===== config.mk =====
export PLATFORM = sky130hd
export DESIGN_NAME = mem_wb_pipe_flat
export DESIGN_NICKNAME = d
export VERILOG_FILES = /design/src/rtl/mem_wb_pipe_pkg.sv /design/src/rtl/mem_wb_pipe_if.sv /design/src/rtl/mem_wb_pipe_chk.sv /design/src/rtl/mem_wb_pipe_slot.sv /design/src/rtl/mem_wb_pipe.sv /design/src/flat_wrapper.sv
export SDC_FILE = /design/constraint.sdc
export NUM_CORES = 1
export LEC_CHECK = 0
export CORE_MARGIN = 2
export CORE_UTILIZATION = 55
export DETAILED_ROUTE_END_ITERATION = 8
export PLACE_DENSITY = 0.85
export SLEW_MARGIN = 10
export SYNTH_ARGS = -nofsm -noshare
export SYNTH_HDL_FRONTEND = slang
export SYNTH_SLANG_ARGS = --single-unit
export TNS_END_PERCENT = 30

===== constraint.sdc =====
create_clock -name clk_in -period 5.6 [get_ports clk_in]
set_input_delay 1.12 -clock clk_in [delete_from_list [all_inputs] [get_ports clk_in]]
set_output_delay 1.12 -clock clk_in [all_outputs]
set_load 0.1 [all_outputs]

===== src/rtl/mem_wb_pipe_pkg.sv =====
// Shared types and constants for the MEM/WB stage register.
// Payload field order (MSB..LSB): {csr_waddr, csr_wdata, csr_we, reg_waddr, reg_wdata, reg_we}.
package mem_wb_pipe_pkg;

    localparam int DEF_DATA_W     = 32;
    localparam int DEF_RADDR_W    = 5;
    localparam int DEF_CSR_ADDR_W = 12;

    localparam logic ZERO          = 1'b0;
    localparam int   ZERO_REG      = 0;
    localparam int   CSR_ZERO_ADDR = 0;
    localparam logic WRITE_ENABLE  = 1'b1;
    localparam logic WRITE_DISABLE = 1'b0;

    // Buffer occupancy: output entry only, or output plus skid entry.
    typedef enum logic [1:0] {
        ST_EMPTY = 2'd0,
        ST_ONE   = 2'd1,
        ST_TWO   = 2'd2
    } occ_state_e;

    // Width of one packed payload entry.
    function automatic int payload_width(input int data_w, input int raddr_w, input int csr_addr_w);
        return csr_addr_w + data_w + 1 + raddr_w + data_w + 1;
    endfunction

    // A GPR write to x0 is dropped when the entry is captured.
    function automatic logic sanitise_reg_we(input logic we, input logic addr_is_zero);
        return (we & ~addr_is_zero) ? WRITE_ENABLE : WRITE_DISABLE;
    endfunction

endpackage


===== src/rtl/mem_wb_pipe_if.sv =====
// Handshake and write-port bundle between MEM, this stage and the WB write ports.
interface mem_wb_pipe_if
    import mem_wb_pipe_pkg::*;
#(
    parameter int DATA_W     = DEF_DATA_W,
    parameter int RADDR_W    = DEF_RADDR_W,
    parameter int CSR_ADDR_W = DEF_CSR_ADDR_W
) ();

    logic                  valid_in;
    logic                  ready_out;
    logic [DATA_W-1:0]     reg_wdata_in;
    logic [RADDR_W-1:0]    reg_waddr_in;
    logic                  reg_we_in;
    logic                  csr_we_in;
    logic [DATA_W-1:0]     csr_wdata_in;
    logic [CSR_ADDR_W-1:0] csr_waddr_in;
    logic                  interrupt_flush_in;
    logic                  wb_stall_in;
    logic                  valid_out;
    logic [DATA_W-1:0]     reg_wdata_out;
    logic [RADDR_W-1:0]    reg_waddr_out;
    logic                  reg_we_out;
    logic                  csr_we_out;
    logic [DATA_W-1:0]     csr_wdata_out;
    logic [CSR_ADDR_W-1:0] csr_waddr_out;
    logic                  instret_incr_out;

    // View of the stage itself.
    modport slave (
        input  valid_in, reg_wdata_in, reg_waddr_in, reg_we_in,
               csr_we_in, csr_wdata_in, csr_waddr_in,
               interrupt_flush_in, wb_stall_in,
        output ready_out, valid_out, reg_wdata_out, reg_waddr_out, reg_we_out,
               csr_we_out, csr_wdata_out, csr_waddr_out, instret_incr_out
    );

    // View of the surrounding pipeline driving the stage.
    modport master (
        output valid_in, reg_wdata_in, reg_waddr_in, reg_we_in,
               csr_we_in, csr_wdata_in, csr_waddr_in,
               interrupt_flush_in, wb_stall_in,
        input  ready_out, valid_out, reg_wdata_out, reg_waddr_out, reg_we_out,
               csr_we_out, csr_wdata_out, csr_waddr_out, instret_incr_out
    );

endinterface


===== src/rtl/mem_wb_pipe_chk.sv =====
// Structural invariants of the MEM/WB buffer.
module mem_wb_pipe_chk (
    input logic       clk_in,
    input logic       reset_n_in,
    input logic [1:0] state_in,
    input logic       valid_out_in,
    input logic       instret_in
);

    // Occupancy never exceeds two entries.
    a_occ_max: assert property (@(posedge clk_in) disable iff (!reset_n_in) state_in != 2'd3);

    // A retire pulse always belongs to a presented instruction.
    a_retire_valid: assert property (@(posedge clk_in) disable iff (!reset_n_in) instret_in |-> valid_out_in);

endmodule


===== src/rtl/mem_wb_pipe_slot.sv =====
// One packed payload register with load, synchronous clear and async reset.
module mem_wb_slot #(
    parameter int WIDTH = 1
) (
    input  logic             clk_in,
    input  logic             reset_n_in,
    input  logic             load_in,
    input  logic             clr_in,
    input  logic [WIDTH-1:0] data_in,
    output logic [WIDTH-1:0] data_out
);

    logic [WIDTH-1:0] data_q;
    logic [WIDTH-1:0] data_d;

    // Next value: clear beats load, otherwise hold.
    always_comb begin
        data_d = data_q;
        if (clr_in) begin
            data_d = '0;
        end else if (load_in) begin
            data_d = data_in;
        end else begin
            data_d = data_q;
        end
    end

    // Payload storage, zeroed by reset.
    always_ff @(posedge clk_in or negedge reset_n_in) begin
        if (!reset_n_in) begin
            data_q <= '0;
        end else begin
            data_q <= data_d;
        end
    end

    assign data_out = data_q;

endmodule


===== src/rtl/mem_wb_pipe.sv =====
// MEM/WB stage register with valid/ready handshake, optional skid entry,
// interrupt flush and a retire pulse for the instret counter.
module mem_wb_pipe
    import mem_wb_pipe_pkg::*;
#(
    parameter int DATA_W     = DEF_DATA_W,
    parameter int RADDR_W    = DEF_RADDR_W,
    parameter int CSR_ADDR_W = DEF_CSR_ADDR_W,
    parameter bit SKID_EN    = 1'b1
) (
    input logic          clk_in,
    input logic          reset_n_in,
    mem_wb_pipe_if.slave bus
);

    localparam int PAY_W         = payload_width(DATA_W, RADDR_W, CSR_ADDR_W);
    localparam int REG_WE_LSB    = 0;
    localparam int REG_WDATA_LSB = REG_WE_LSB + 1;
    localparam int REG_WADDR_LSB = REG_WDATA_LSB + DATA_W;
    localparam int CSR_WE_LSB    = REG_WADDR_LSB + RADDR_W;
    localparam int CSR_WDATA_LSB = CSR_WE_LSB + 1;
    localparam int CSR_WADDR_LSB = CSR_WDATA_LSB + DATA_W;

    occ_state_e       state_q, state_d;
    logic             valid_q, valid_d;
    logic             ready_q, ready_d;
    logic             ready_s, accept_s, consume_s, reg_we_s;
    logic             out_load_s, out_clr_s, out_sel_skid_s;
    logic             skid_load_s, skid_clr_s;
    logic [PAY_W-1:0] pay_in_s, out_din_s, out_pay_s, skid_pay_s;

    assign reg_we_s = sanitise_reg_we(bus.reg_we_in, (bus.reg_waddr_in == RADDR_W'(ZERO_REG)));
    assign pay_in_s = {bus.csr_waddr_in, bus.csr_wdata_in, bus.csr_we_in,
                       bus.reg_waddr_in, bus.reg_wdata_in, reg_we_s};

    // Handshake terms; a flush cycle never accepts new work.
    always_comb begin
        ready_s = 1'b1;
        if (SKID_EN) begin
            ready_s = ready_q;
        end else begin
            ready_s = ~valid_q | ~bus.wb_stall_in;
        end
        accept_s  = bus.valid_in & ready_s & ~bus.interrupt_flush_in;
        consume_s = valid_q & ~bus.wb_stall_in;
    end

    // Occupancy transitions and slot control.
    always_comb begin
        state_d        = state_q;
        out_load_s     = 1'b0;
        out_clr_s      = 1'b0;
        out_sel_skid_s = 1'b0;
        skid_load_s    = 1'b0;
        skid_clr_s     = 1'b0;
        if (bus.interrupt_flush_in) begin
            state_d    = ST_EMPTY;
            out_clr_s  = 1'b1;
            skid_clr_s = 1'b1;
        end else begin
            case (state_q)
                ST_EMPTY: begin
                    if (accept_s) begin
                        state_d    = ST_ONE;
                        out_load_s = 1'b1;
                    end else begin
                        state_d = ST_EMPTY;
                    end
                end
                ST_ONE: begin
                    if (accept_s && consume_s) begin
                        state_d    = ST_ONE;
                        out_load_s = 1'b1;
                    end else if (accept_s && (SKID_EN == 1'b1)) begin
                        state_d     = ST_TWO;
                        skid_load_s = 1'b1;
                    end else if (consume_s) begin
                        state_d   = ST_EMPTY;
                        out_clr_s = 1'b1;
                    end else begin
                        state_d = ST_ONE;
                    end
                end
                ST_TWO: begin
                    if (consume_s) begin
                        state_d        = ST_ONE;
                        out_load_s     = 1'b1;
                        out_sel_skid_s = 1'b1;
                        skid_clr_s     = 1'b1;
                    end else begin
                        state_d = ST_TWO;
                    end
                end
                default: begin
                    state_d    = ST_EMPTY;
                    out_clr_s  = 1'b1;
                    skid_clr_s = 1'b1;
                end
            endcase
        end
        valid_d = (state_d != ST_EMPTY);
        ready_d = (state_d != ST_TWO);
    end

    // Occupancy state plus registered valid/ready decodes.
    always_ff @(posedge clk_in or negedge reset_n_in) begin
        if (!reset_n_in) begin
            state_q <= ST_EMPTY;
            valid_q <= 1'b0;
            ready_q <= 1'b1;
        end else begin
            state_q <= state_d;
            valid_q <= valid_d;
            ready_q <= ready_d;
        end
    end

    // Output slot loads either fresh MEM data or the skid entry.
    always_comb begin
        out_din_s = pay_in_s;
        if (out_sel_skid_s) begin
            out_din_s = skid_pay_s;
        end else begin
            out_din_s = pay_in_s;
        end
    end

    mem_wb_slot #(.WIDTH(PAY_W)) u_out_slot (
        .clk_in     (clk_in),
        .reset_n_in (reset_n_in),
        .load_in    (out_load_s),
        .clr_in     (out_clr_s),
        .data_in    (out_din_s),
        .data_out   (out_pay_s)
    );

    if (SKID_EN) begin : g_skid
        mem_wb_slot #(.WIDTH(PAY_W)) u_skid_slot (
            .clk_in     (clk_in),
            .reset_n_in (reset_n_in),
            .load_in    (skid_load_s),
            .clr_in     (skid_clr_s),
            .data_in    (pay_in_s),
            .data_out   (skid_pay_s)
        );
    end else begin : g_no_skid
        logic skid_unused_s;
        assign skid_pay_s    = '0;
        assign skid_unused_s = skid_load_s ^ skid_clr_s ^ ready_q;
    end

    assign bus.valid_out        = valid_q;
    assign bus.ready_out        = ready_s;
    assign bus.instret_incr_out = consume_s;
    assign bus.reg_we_out       = out_pay_s[REG_WE_LSB] & valid_q;
    assign bus.reg_wdata_out    = out_pay_s[REG_WDATA_LSB +: DATA_W];
    assign bus.reg_waddr_out    = out_pay_s[REG_WADDR_LSB +: RADDR_W];
    assign bus.csr_we_out       = out_pay_s[CSR_WE_LSB] & valid_q;
    assign bus.csr_wdata_out    = out_pay_s[CSR_WDATA_LSB +: DATA_W];
    assign bus.csr_waddr_out    = out_pay_s[CSR_WADDR_LSB +: CSR_ADDR_W];

    mem_wb_pipe_chk u_chk (
        .clk_in       (clk_in),
        .reset_n_in   (reset_n_in),
        .state_in     (state_q),
        .valid_out_in (valid_q),
        .instret_in   (consume_s)
    );

endmodule


===== src/flat_wrapper.sv =====
// flat-port wrapper written by rule: the top's interface ports become plain ports
module mem_wb_pipe_flat import mem_wb_pipe_pkg::*;
#(
    parameter int DATA_W     = DEF_DATA_W,
    parameter int RADDR_W    = DEF_RADDR_W,
    parameter int CSR_ADDR_W = DEF_CSR_ADDR_W,
    parameter bit SKID_EN    = 1'b1
)
  (clk_in, reset_n_in, bus_valid_in, bus_reg_wdata_in, bus_reg_waddr_in, bus_reg_we_in, bus_csr_we_in, bus_csr_wdata_in, bus_csr_waddr_in, bus_interrupt_flush_in, bus_wb_stall_in, bus_ready_out, bus_valid_out, bus_reg_wdata_out, bus_reg_waddr_out, bus_reg_we_out, bus_csr_we_out, bus_csr_wdata_out, bus_csr_waddr_out, bus_instret_incr_out);
  mem_wb_pipe_if #(.DATA_W(DATA_W), .RADDR_W(RADDR_W), .CSR_ADDR_W(CSR_ADDR_W)) bus_i ();
  input logic clk_in;
  input logic reset_n_in;
  input wire logic [$bits(bus_i.valid_in)-1:0] bus_valid_in;
  input wire logic [$bits(bus_i.reg_wdata_in)-1:0] bus_reg_wdata_in;
  input wire logic [$bits(bus_i.reg_waddr_in)-1:0] bus_reg_waddr_in;
  input wire logic [$bits(bus_i.reg_we_in)-1:0] bus_reg_we_in;
  input wire logic [$bits(bus_i.csr_we_in)-1:0] bus_csr_we_in;
  input wire logic [$bits(bus_i.csr_wdata_in)-1:0] bus_csr_wdata_in;
  input wire logic [$bits(bus_i.csr_waddr_in)-1:0] bus_csr_waddr_in;
  input wire logic [$bits(bus_i.interrupt_flush_in)-1:0] bus_interrupt_flush_in;
  input wire logic [$bits(bus_i.wb_stall_in)-1:0] bus_wb_stall_in;
  output wire logic [$bits(bus_i.ready_out)-1:0] bus_ready_out;
  output wire logic [$bits(bus_i.valid_out)-1:0] bus_valid_out;
  output wire logic [$bits(bus_i.reg_wdata_out)-1:0] bus_reg_wdata_out;
  output wire logic [$bits(bus_i.reg_waddr_out)-1:0] bus_reg_waddr_out;
  output wire logic [$bits(bus_i.reg_we_out)-1:0] bus_reg_we_out;
  output wire logic [$bits(bus_i.csr_we_out)-1:0] bus_csr_we_out;
  output wire logic [$bits(bus_i.csr_wdata_out)-1:0] bus_csr_wdata_out;
  output wire logic [$bits(bus_i.csr_waddr_out)-1:0] bus_csr_waddr_out;
  output wire logic [$bits(bus_i.instret_incr_out)-1:0] bus_instret_incr_out;
  assign bus_i.valid_in = bus_valid_in;
  assign bus_i.reg_wdata_in = bus_reg_wdata_in;
  assign bus_i.reg_waddr_in = bus_reg_waddr_in;
  assign bus_i.reg_we_in = bus_reg_we_in;
  assign bus_i.csr_we_in = bus_csr_we_in;
  assign bus_i.csr_wdata_in = bus_csr_wdata_in;
  assign bus_i.csr_waddr_in = bus_csr_waddr_in;
  assign bus_i.interrupt_flush_in = bus_interrupt_flush_in;
  assign bus_i.wb_stall_in = bus_wb_stall_in;
  assign bus_ready_out = bus_i.ready_out;
  assign bus_valid_out = bus_i.valid_out;
  assign bus_reg_wdata_out = bus_i.reg_wdata_out;
  assign bus_reg_waddr_out = bus_i.reg_waddr_out;
  assign bus_reg_we_out = bus_i.reg_we_out;
  assign bus_csr_we_out = bus_i.csr_we_out;
  assign bus_csr_wdata_out = bus_i.csr_wdata_out;
  assign bus_csr_waddr_out = bus_i.csr_waddr_out;
  assign bus_instret_incr_out = bus_i.instret_incr_out;
  mem_wb_pipe #(.DATA_W(DATA_W), .RADDR_W(RADDR_W), .CSR_ADDR_W(CSR_ADDR_W), .SKID_EN(SKID_EN)) u_core (.clk_in(clk_in), .reset_n_in(reset_n_in), .bus(bus_i));
endmodule

==> results of run 1 <==
[power by group]
part           leakage, nW  switching (mW)  internal (mW)  total, mW
Clock                0.293           0.458          0.714       1.17
Sequential            2.34          0.0378           1.27       1.31
Combinational         1.51           0.401          0.170      0.571
Total                 4.14           0.897           2.16       3.05
[metrics by stage]
| stage | util (%) | instances | hold slack, ps | power (mW) |
|---|---|---|---|---|
| floorplan | - | 584 | 456 | 1.76 |
| global placement | 64.0 | 825 | 473 | 1.90 |
| detailed placement | 64.0 | 825 | 473 | 1.90 |
| CTS | 68.0 | 857 | 492 | 3.08 |
| global route | 68.0 | 857 | 500 | 3.16 |
| finish | 68.0 | 857 | 488 | 3.05 |
[registers in the layout, summed over array words and instances, names as in the netlist]
register,flops
u_core.state_q,2
u_core.bus.ready_out,1
u_core.g_skid.u_skid_slot.data_out,83
u_core.u_out_slot.data_out,83
u_core.bus.valid_out,1
[area by class of cell]
type,count,area [um2],share of cell area [%]
Sequential cell,170,4260,42.9
Multi-Input combinational cell,282,3010,30.4
Timing Repair Buffer,184,1820,18.3
Clock buffer,25,505,5.09
Tap cell,184,230,2.32
Clock inverter,7,87.6,0.882
Inverter,5,18.8,0.189
[logic make-up (layout without fill, tap and decap cells)]
family / Yosys count / after routing / synth area share [%]
adder cells (fa/ha/maj): 3 / 3 / 0.456
multiplexers: 82 / 82 / 9.97
AND/OR/NAND/NOR: 23 / 23 / 2.07
AO/OA/AOI/OAI: 174 / 174 / 23.8
buffers and inverters: 132 / 221 / 12.0
flip-flops: 170 / 170 / 51.7
[worst max-delay path, cell delays in order]
cell and delay [ps]:
clkdlybuf4s50_1 410, nand2b_1 190, inv_1 140, clkdlybuf4s50_1 1150
[worst min-delay path by stage]
stage | endpoint | slack (ps) | cells past startpoint
detailed placement | u_core.u_out_slot.data_out[48] | 470 | 1
finish | u_core.u_out_slot.data_out[48] | 490 | 1
global route | u_core.u_out_slot.data_out[48] | 500 | 1
floorplan | u_core.g_skid.u_skid_slot.data_out[0] | 460 | 1
CTS | u_core.u_out_slot.data_out[48] | 490 | 1
global placement | u_core.u_out_slot.data_out[44] | 470 | 1
[synthesized netlist by cell type]
cell type	instances
o21ai_0	3
nor3_1	1
nand2_1	5
o2bb2ai_2	70
buf_1	1
or2_1	1
dfrtp_1	169
buf_4	89
buf_2	17
buf_6	18
ha_1	3
or4_1	1
a22o_1	82
and2_1	2
nor2_2	1
nor2_4	1
mux2i_1	82
a2bb2oi_1	2
nand4bb_4	2
clkbuf_1	2
o211ai_4	1
a311oi_1	1
dfstp_2	1
o2bb2ai_1	13
nor2_1	4
nand2b_1	3
a21o_1	2
nand3b_1	1
inv_1	5
nor2b_1	1
[metal layers]
metal | wire, um | share of wire [%] | vias up
met5 | 0 | 0 | -
met4 | 437 | 2.5 | 0
met3 | 859 | 4.9 | 32
met2 | 8470 | 48 | 150
met1 | 7730 | 44 | 2632
li1 | - | - | 2262
==> results.rst, run 1 <==
.. list-table::
   :header-rows: 1

   * - Metric
     - Value
   * - Time the worst path needs with I/O delays and setup
     - 4130 ps
   * - Vias in the first global route
     - 5315
   * - Avg Cell Area, Syn
     - 14.1 um2
   * - Clock tree from TritonCTS
     - done
   * - Final worst setup slack
     - 1470 ps
   * - Nets
     - 751
   * - Endpoint class of the critical path
     - primary output
   * - Mapped Cells
     - 584
   * - Cell types occupying the most area after synthesis
     - dfrtp_1 51%, o2bb2ai_2 13%, mux2i_1 10%
   * - Commonest non-fill, non-tap cells in the layout
     - 172 x clkdlybuf4s50_1, 169 x dfrtp_1, 82 x a22o_1, 82 x mux2i_1, 70 x o2bb2ai_2
   * - Total number of yosys warnings
     - 0
   * - Critical R2R Launch
     - u_core.bus.ready_out
   * - Peak supply drop
     - 0.215 mV
   * - Area after detailed placement
     - 9330 um2
   * - Hold_buf cts
     - 0
   * - Number of pins exceeding their max-slew limit in the final report
     - 0
   * - Required time worst endpoint
     - 4480 ps
   * - # DRC
     - 0
   * - Start point of the worst hold path
     - u_core.u_out_slot.data_out[48]
   * - Post-route clock period utilization
     - 73.8%
   * - Cell accounting for the most synthesized area
     - dfrtp_1
   * - Number of antenna-violating nets in the routed design
     - 0
   * - Total routing resource utilization after global routing
     - 22.2%
   * - Worst setup path start
     - bus_wb_stall_in
   * - Routability congestion estimate
     - 0.766
   * - Power density over cell area
     - 308 nW/um2
   * - Worst r2r dst
     - u_core.u_out_slot.data_out[51]
   * - Summed instance area of the synthesized netlist
     - 8230 um2
   * - Number of buffers added by the clock tree synthesis step
     - 17
   * - Final number of setup-violating endpoints
     - 0
   * - Area share of the leading cell type in the synthesized netlist
     - 51.4%
   * - Most frequent standard cell in the layout excluding fill and tap cells
     - clkdlybuf4s50_1
   * - Outcome
     - complete, no violations
   * - Startpoint type of the worst setup path
     - primary input
   * - Slew HR
     - 30.2%
   * - Fraction of the yosys area taken by sequential cells
     - 51.7%
   * - Worst reg-to-reg setup slack
     - 2570 ps
   * - Worst reg2reg path depth
     - 9
   * - Maximum clock insertion buffer count
     - 2
   * - Total congestion overflow after global routing
     - 0
   * - Min-Delay Path Class
     - register to register
   * - First-pass GRT wire length
     - 28300 um
   * - Post-DR vias/cell
     - 5.92
   * - Setup TNS
     - 0 ps
   * - Clock slew at reported path FFs
     - 60 ps
   * - Maximum clock rate
     - 0.242 GHz
   * - Post-route cell area
     - 9930 um2
   * - Total number of clock tree sinks
     - 170
   * - Std cell rows
     - 44
   * - Maximum number of pins on one net before global-route repair
     - 74
   * - Starting DRC count in detailed routing
     - 358
   * - Flops & latches, synth
     - 170
   * - Via count
     - 5076
   * - PostCTS Resize Cnt
     - 0
   * - Total detailed-routing wirelength
     - 17500 um
   * - Critical path peak fanout
     - 4
   * - Arrival @ worst endpoint
     - 3010 ps
   * - Filler Cells Inserted
     - 958
   * - Post-place setup slack
     - 1340 ps
   * - Number of buffers added for setup after CTS
     - 0
   * - Count of TritonRoute iterations in the first routing pass
     - 4
   * - Master cell of the clock root buffer
     - clkbuf_16
   * - Number of antenna violations at the first check in global routing
     - 0
   * - Inserted Diodes
     - 0
   * - Final count of hold timing violations
     - 0
   * - H-tree depth
     - 4
   * - Actual slew at the worst max-slew pin
     - 1040 ps
   * - I/O pin count
     - 174
   * - Critical path class
     - primary input to primary output
   * - Post-synthesis cell type count
     - 30
   * - Core area
     - 14600 um2
   * - Initial Util
     - 56.4%
   * - Chip width
     - 126 um
   * - Buffers on Ports
     - 173
   * - Area of the die
     - 16000 um2
   * - Area growth syn-to-layout
     - 20.6%
   * - Routed WL per cell
     - 20.4 um
   * - Number of max-cap violations
     - 0
   * - Share of cells above drive strength 1
     - 17.8%
   * - Fin Clk Skew
     - 9.71 ps
   * - Met1 Usage GRT
     - 29.8%
   * - Die Y
     - 126 um
   * - Top Usage Layer GRT
     - met2
   * - RSZ-0062 raised after global routing
     - false
   * - Reported leakage power
     - 4.14 nW
   * - Syn_nets
     - 675
   * - Capture point of the worst path
     - bus_instret_incr_out
   * - Clock insertion delay at the later pin of the skew report
     - 420 ps
   * - Detailed-placement wirelength estimate
     - 11000 um
   * - Met3 track demand over resource in global routing
     - 5.65%
   * - Grt met2 use
     - 35.5%
Note: power is estimated with default switching activity, not from simulation.
==> inputs of run 2 (changes only) <==
--- a/config.mk
+++ b/config.mk
@@ -6,9 +6,9 @@
 export NUM_CORES = 1
 export LEC_CHECK = 0
 export CORE_MARGIN = 2
-export CORE_UTILIZATION = 55
+export CORE_UTILIZATION = 46
 export DETAILED_ROUTE_END_ITERATION = 8
-export PLACE_DENSITY = 0.85
+export PLACE_DENSITY = 0.76
 export SLEW_MARGIN = 10
 export SYNTH_ARGS = -nofsm -noshare
 export SYNTH_HDL_FRONTEND = slang
==> constraint.sdc (replaced) <==
create_clock -name clk_in -period 3.7 [get_ports clk_in]
set_input_delay 0.74 -clock clk_in [delete_from_list [all_inputs] [get_ports clk_in]]
set_output_delay 0.74 -clock clk_in [all_outputs]
set_load 0.1 [all_outputs]
==> run 2 against run 1 <==
Global-route usage shrank 3.0 points; total power grew 56%; combinational power is 53% higher; critical path type is now register to primary output; final cell count grew 5.0%; sequential cell count stayed put; highest routed layer unchanged; first-iteration DRC count is 20% lower; sequential power is 51% higher; worst setup slack lost 680 ps.
==> results.rst, run 2 (synthesis gave the netlist of run 1 again) <==
.. list-table::
   :header-rows: 1

   * - Metric
     - Value
   * - Post-DR vias/cell
     - 5.58 (was 5.92)
   * - Actual slew at the worst max-slew pin
     - 1070 ps (was 1040 ps)
   * - Post-route cell area
     - 10100 um2 (was 9930 um2)
   * - Number of pins exceeding their max-slew limit in the final report
     - 0 (unchanged)
   * - Maximum clock rate
     - 0.344 GHz
   * - Master cell of the clock root buffer
     - clkbuf_16 (unchanged)
   * - Final worst setup slack
     - 789 ps (was 1470 ps)
   * - Final count of hold timing violations
     - 0 (unchanged)
   * - Maximum clock insertion buffer count
     - 2 (unchanged)
   * - Post-route clock period utilization
     - 78.7%
   * - Total routing resource utilization after global routing
     - 19.2% (was 22.2%)
   * - Reported leakage power
     - 4.18 nW (was 4.14 nW)
   * - Starting DRC count in detailed routing
     - 286 (was 358)
   * - Routability congestion estimate
     - 0.796 (was 0.766)
   * - Nets
     - 753 (was 751)
   * - Initial Util
     - 47.3% (was 56.4%)
   * - Delay-heaviest family, CP
     - buffers and inverters (unchanged)
   * - Hold_buf cts
     - 0 (unchanged)
   * - Power density over cell area
     - 473 nW/um2 (was 308 nW/um2)
   * - Slowest stage delay, CP
     - 1120 ps (was 1150 ps)
   * - Total detailed-routing wirelength
     - 17800 um (was 17500 um)
   * - Die Y
     - 138 um (was 126 um)
   * - Number of buffers added for setup after CTS
     - 0 (unchanged)
   * - Worst reg-to-reg setup slack
     - 1170 ps (was 2570 ps)
   * - Commonest non-fill, non-tap cells in the layout
     - 170 x clkdlybuf4s50_1, 169 x dfrtp_1, 82 x a22o_1, 82 x mux2i_1, 70 x o2bb2ai_2 (was 172 x clkdlybuf4s50_1, 169 x dfrtp_1, 82 x a22o_1, 82 x mux2i_1, 70 x o2bb2ai_2)
   * - # DRC
     - 0 (unchanged)
   * - Outcome
     - complete, no violations (unchanged)
   * - Cell with the biggest individual delay on the critical path
     - clkdlybuf4s50_1 (unchanged)
   * - Worst reg2reg path depth
     - 7 (was 9)
   * - Cell count after placement
     - 868 (was 825)
   * - I/O pin count
     - 174 (unchanged)
   * - Clock slew at reported path FFs
     - 70 ps (was 60 ps)
   * - Via count
     - 5022 (was 5076)
   * - Most frequent standard cell in the layout excluding fill and tap cells
     - clkdlybuf4s50_1 (unchanged)
   * - Clock tree from TritonCTS
     - done (unchanged)
   * - Number of gates on the worst path with buffers counted
     - 2 (was 4)
   * - Maximum number of pins on one net before global-route repair
     - 74 (unchanged)
   * - Area after detailed placement
     - 9460 um2 (was 9330 um2)
   * - Buf+Inv Stages, Crit Path
     - 1 (was 3)
   * - Count of TritonRoute iterations in the first routing pass
     - 4 (unchanged)
   * - Slew HR
     - 28.4% (was 30.2%)
   * - Time the worst path needs with I/O delays and setup
     - 2910 ps
   * - First-pass GRT wire length
     - 27900 um (was 28300 um)
   * - Area used by sequential logic in the layout
     - 4260 um2 (unchanged)
   * - Peak supply drop
     - 0.303 mV (was 0.215 mV)
   * - Area of the die
     - 19000 um2 (was 16000 um2)
   * - Critical path peak fanout
     - 5 (was 4)
   * - Number of antenna-violating nets in the routed design
     - 0 (unchanged)
   * - Area growth syn-to-layout
     - 22.7% (was 20.6%)
   * - Filler Cells Inserted
     - 1350 (was 958)
   * - Critical R2R Launch
     - u_core.bus.valid_out (was u_core.bus.ready_out)
   * - Endpoint class of the critical path
     - primary output (unchanged)
   * - H-tree depth
     - 4 (unchanged)
   * - Fin cells
     - 900 (was 857)
   * - Startpoint type of the worst setup path
     - register (was primary input)
   * - Arrival @ worst endpoint
     - 2170 ps (was 3010 ps)
   * - Required time worst endpoint
     - 2960 ps (was 4480 ps)
   * - Fin Clk Skew
     - 7.08 ps (was 9.71 ps)
   * - Clock insertion delay at the later pin of the skew report
     - 420 ps (about the same)
   * - Setup TNS
     - 0 ps (unchanged)
   * - Inserted Diodes
     - 0 (unchanged)
   * - Total number of clock tree sinks
     - 170 (unchanged)
   * - Crit-path cells
     - and2_1, clkdlybuf4s50_1 (was clkdlybuf4s50_1, nand2b_1, inv_1, clkdlybuf4s50_1)
   * - Share of cells above drive strength 1
     - 18.8% (was 17.8%)
   * - Routed WL per cell
     - 19.8 um (was 20.4 um)
   * - Worst r2r dst
     - u_core.g_skid.u_skid_slot.data_out[52] (was u_core.u_out_slot.data_out[51])
   * - Min-Delay Path Class
     - primary input to async pin (was register to register)
   * - Number of buffers added by the clock tree synthesis step
     - 17 (unchanged)
   * - RSZ-0062 raised after global routing
     - false (unchanged)
   * - Critical path class
     - register to primary output (was primary input to primary output)
   * - Final number of setup-violating endpoints
     - 0 (unchanged)
   * - Area of the multi-input gates
     - 3010 um2 (unchanged)
   * - Chip width
     - 138 um (was 126 um)
   * - Total congestion overflow after global routing
     - 0 (unchanged)
   * - Number of max-cap violations
     - 0 (unchanged)
   * - Number of antenna violations at the first check in global routing
     - 0 (unchanged)
   * - Detailed-placement wirelength estimate
     - 11300 um (was 11000 um)
   * - Post-place setup slack
     - 435 ps (was 1340 ps)
   * - Core area
     - 17400 um2 (was 14600 um2)
   * - Std cell rows
     - 48 (was 44)
   * - PostCTS Resize Cnt
     - 0 (unchanged)
   * - Vias in the first global route
     - 5299 (was 5315)
   * - Buffers on Ports
     - 173 (unchanged)
run 2: layout make-up:
type	instances	area share, %
Multi-Input combinational cell	282	29.8
Clock buffer	19	4.48
Sequential cell	170	42.1
Inverter	5	0.186
Timing Repair Buffer	186	18.7
Clock inverter	13	1.88
Tap cell	225	2.79
run 2: worst max path at each step:
| stage | from | endpoint |
|---|---|---|
| floorplan | u_core.bus.valid_out | u_core.u_out_slot.data_out[10] |
| global placement | bus_wb_stall_in | u_core.u_out_slot.data_out[1] |
| detailed placement | bus_wb_stall_in | u_core.g_skid.u_skid_slot.data_out[34] |
| CTS | u_core.bus.valid_out | bus_csr_we_out |
| global route | bus_valid_in | u_core.u_out_slot.data_out[1] |
| finish | u_core.bus.valid_out | bus_csr_we_out |
run 2: stage by stage:
step	power, mW	util (%)	hold slack [ps]
finish	4.78	58.0	306
floorplan	2.67	-	444
CTS	4.83	58.0	332
global placement	2.88	54.3	470
detailed placement	2.89	54.3	474
global route	4.94	58.0	361
run 2: routing by layer:
metal,part of all wire (%),track usage [%],vias to the layer above
met5,0,0,-
met4,2.1,8.50,0
met3,4.7,3.79,26
met2,50,32.2,143
met1,44,24.2,2590
li1,-,-,2263
run 2: power breakdown:
part	switching, mW	total, mW	internal (mW)
registers	0.0551	1.98	1.93
clock network	0.749	1.92	1.17
logic	0.610	0.874	0.264
total	1.41	4.78	3.36
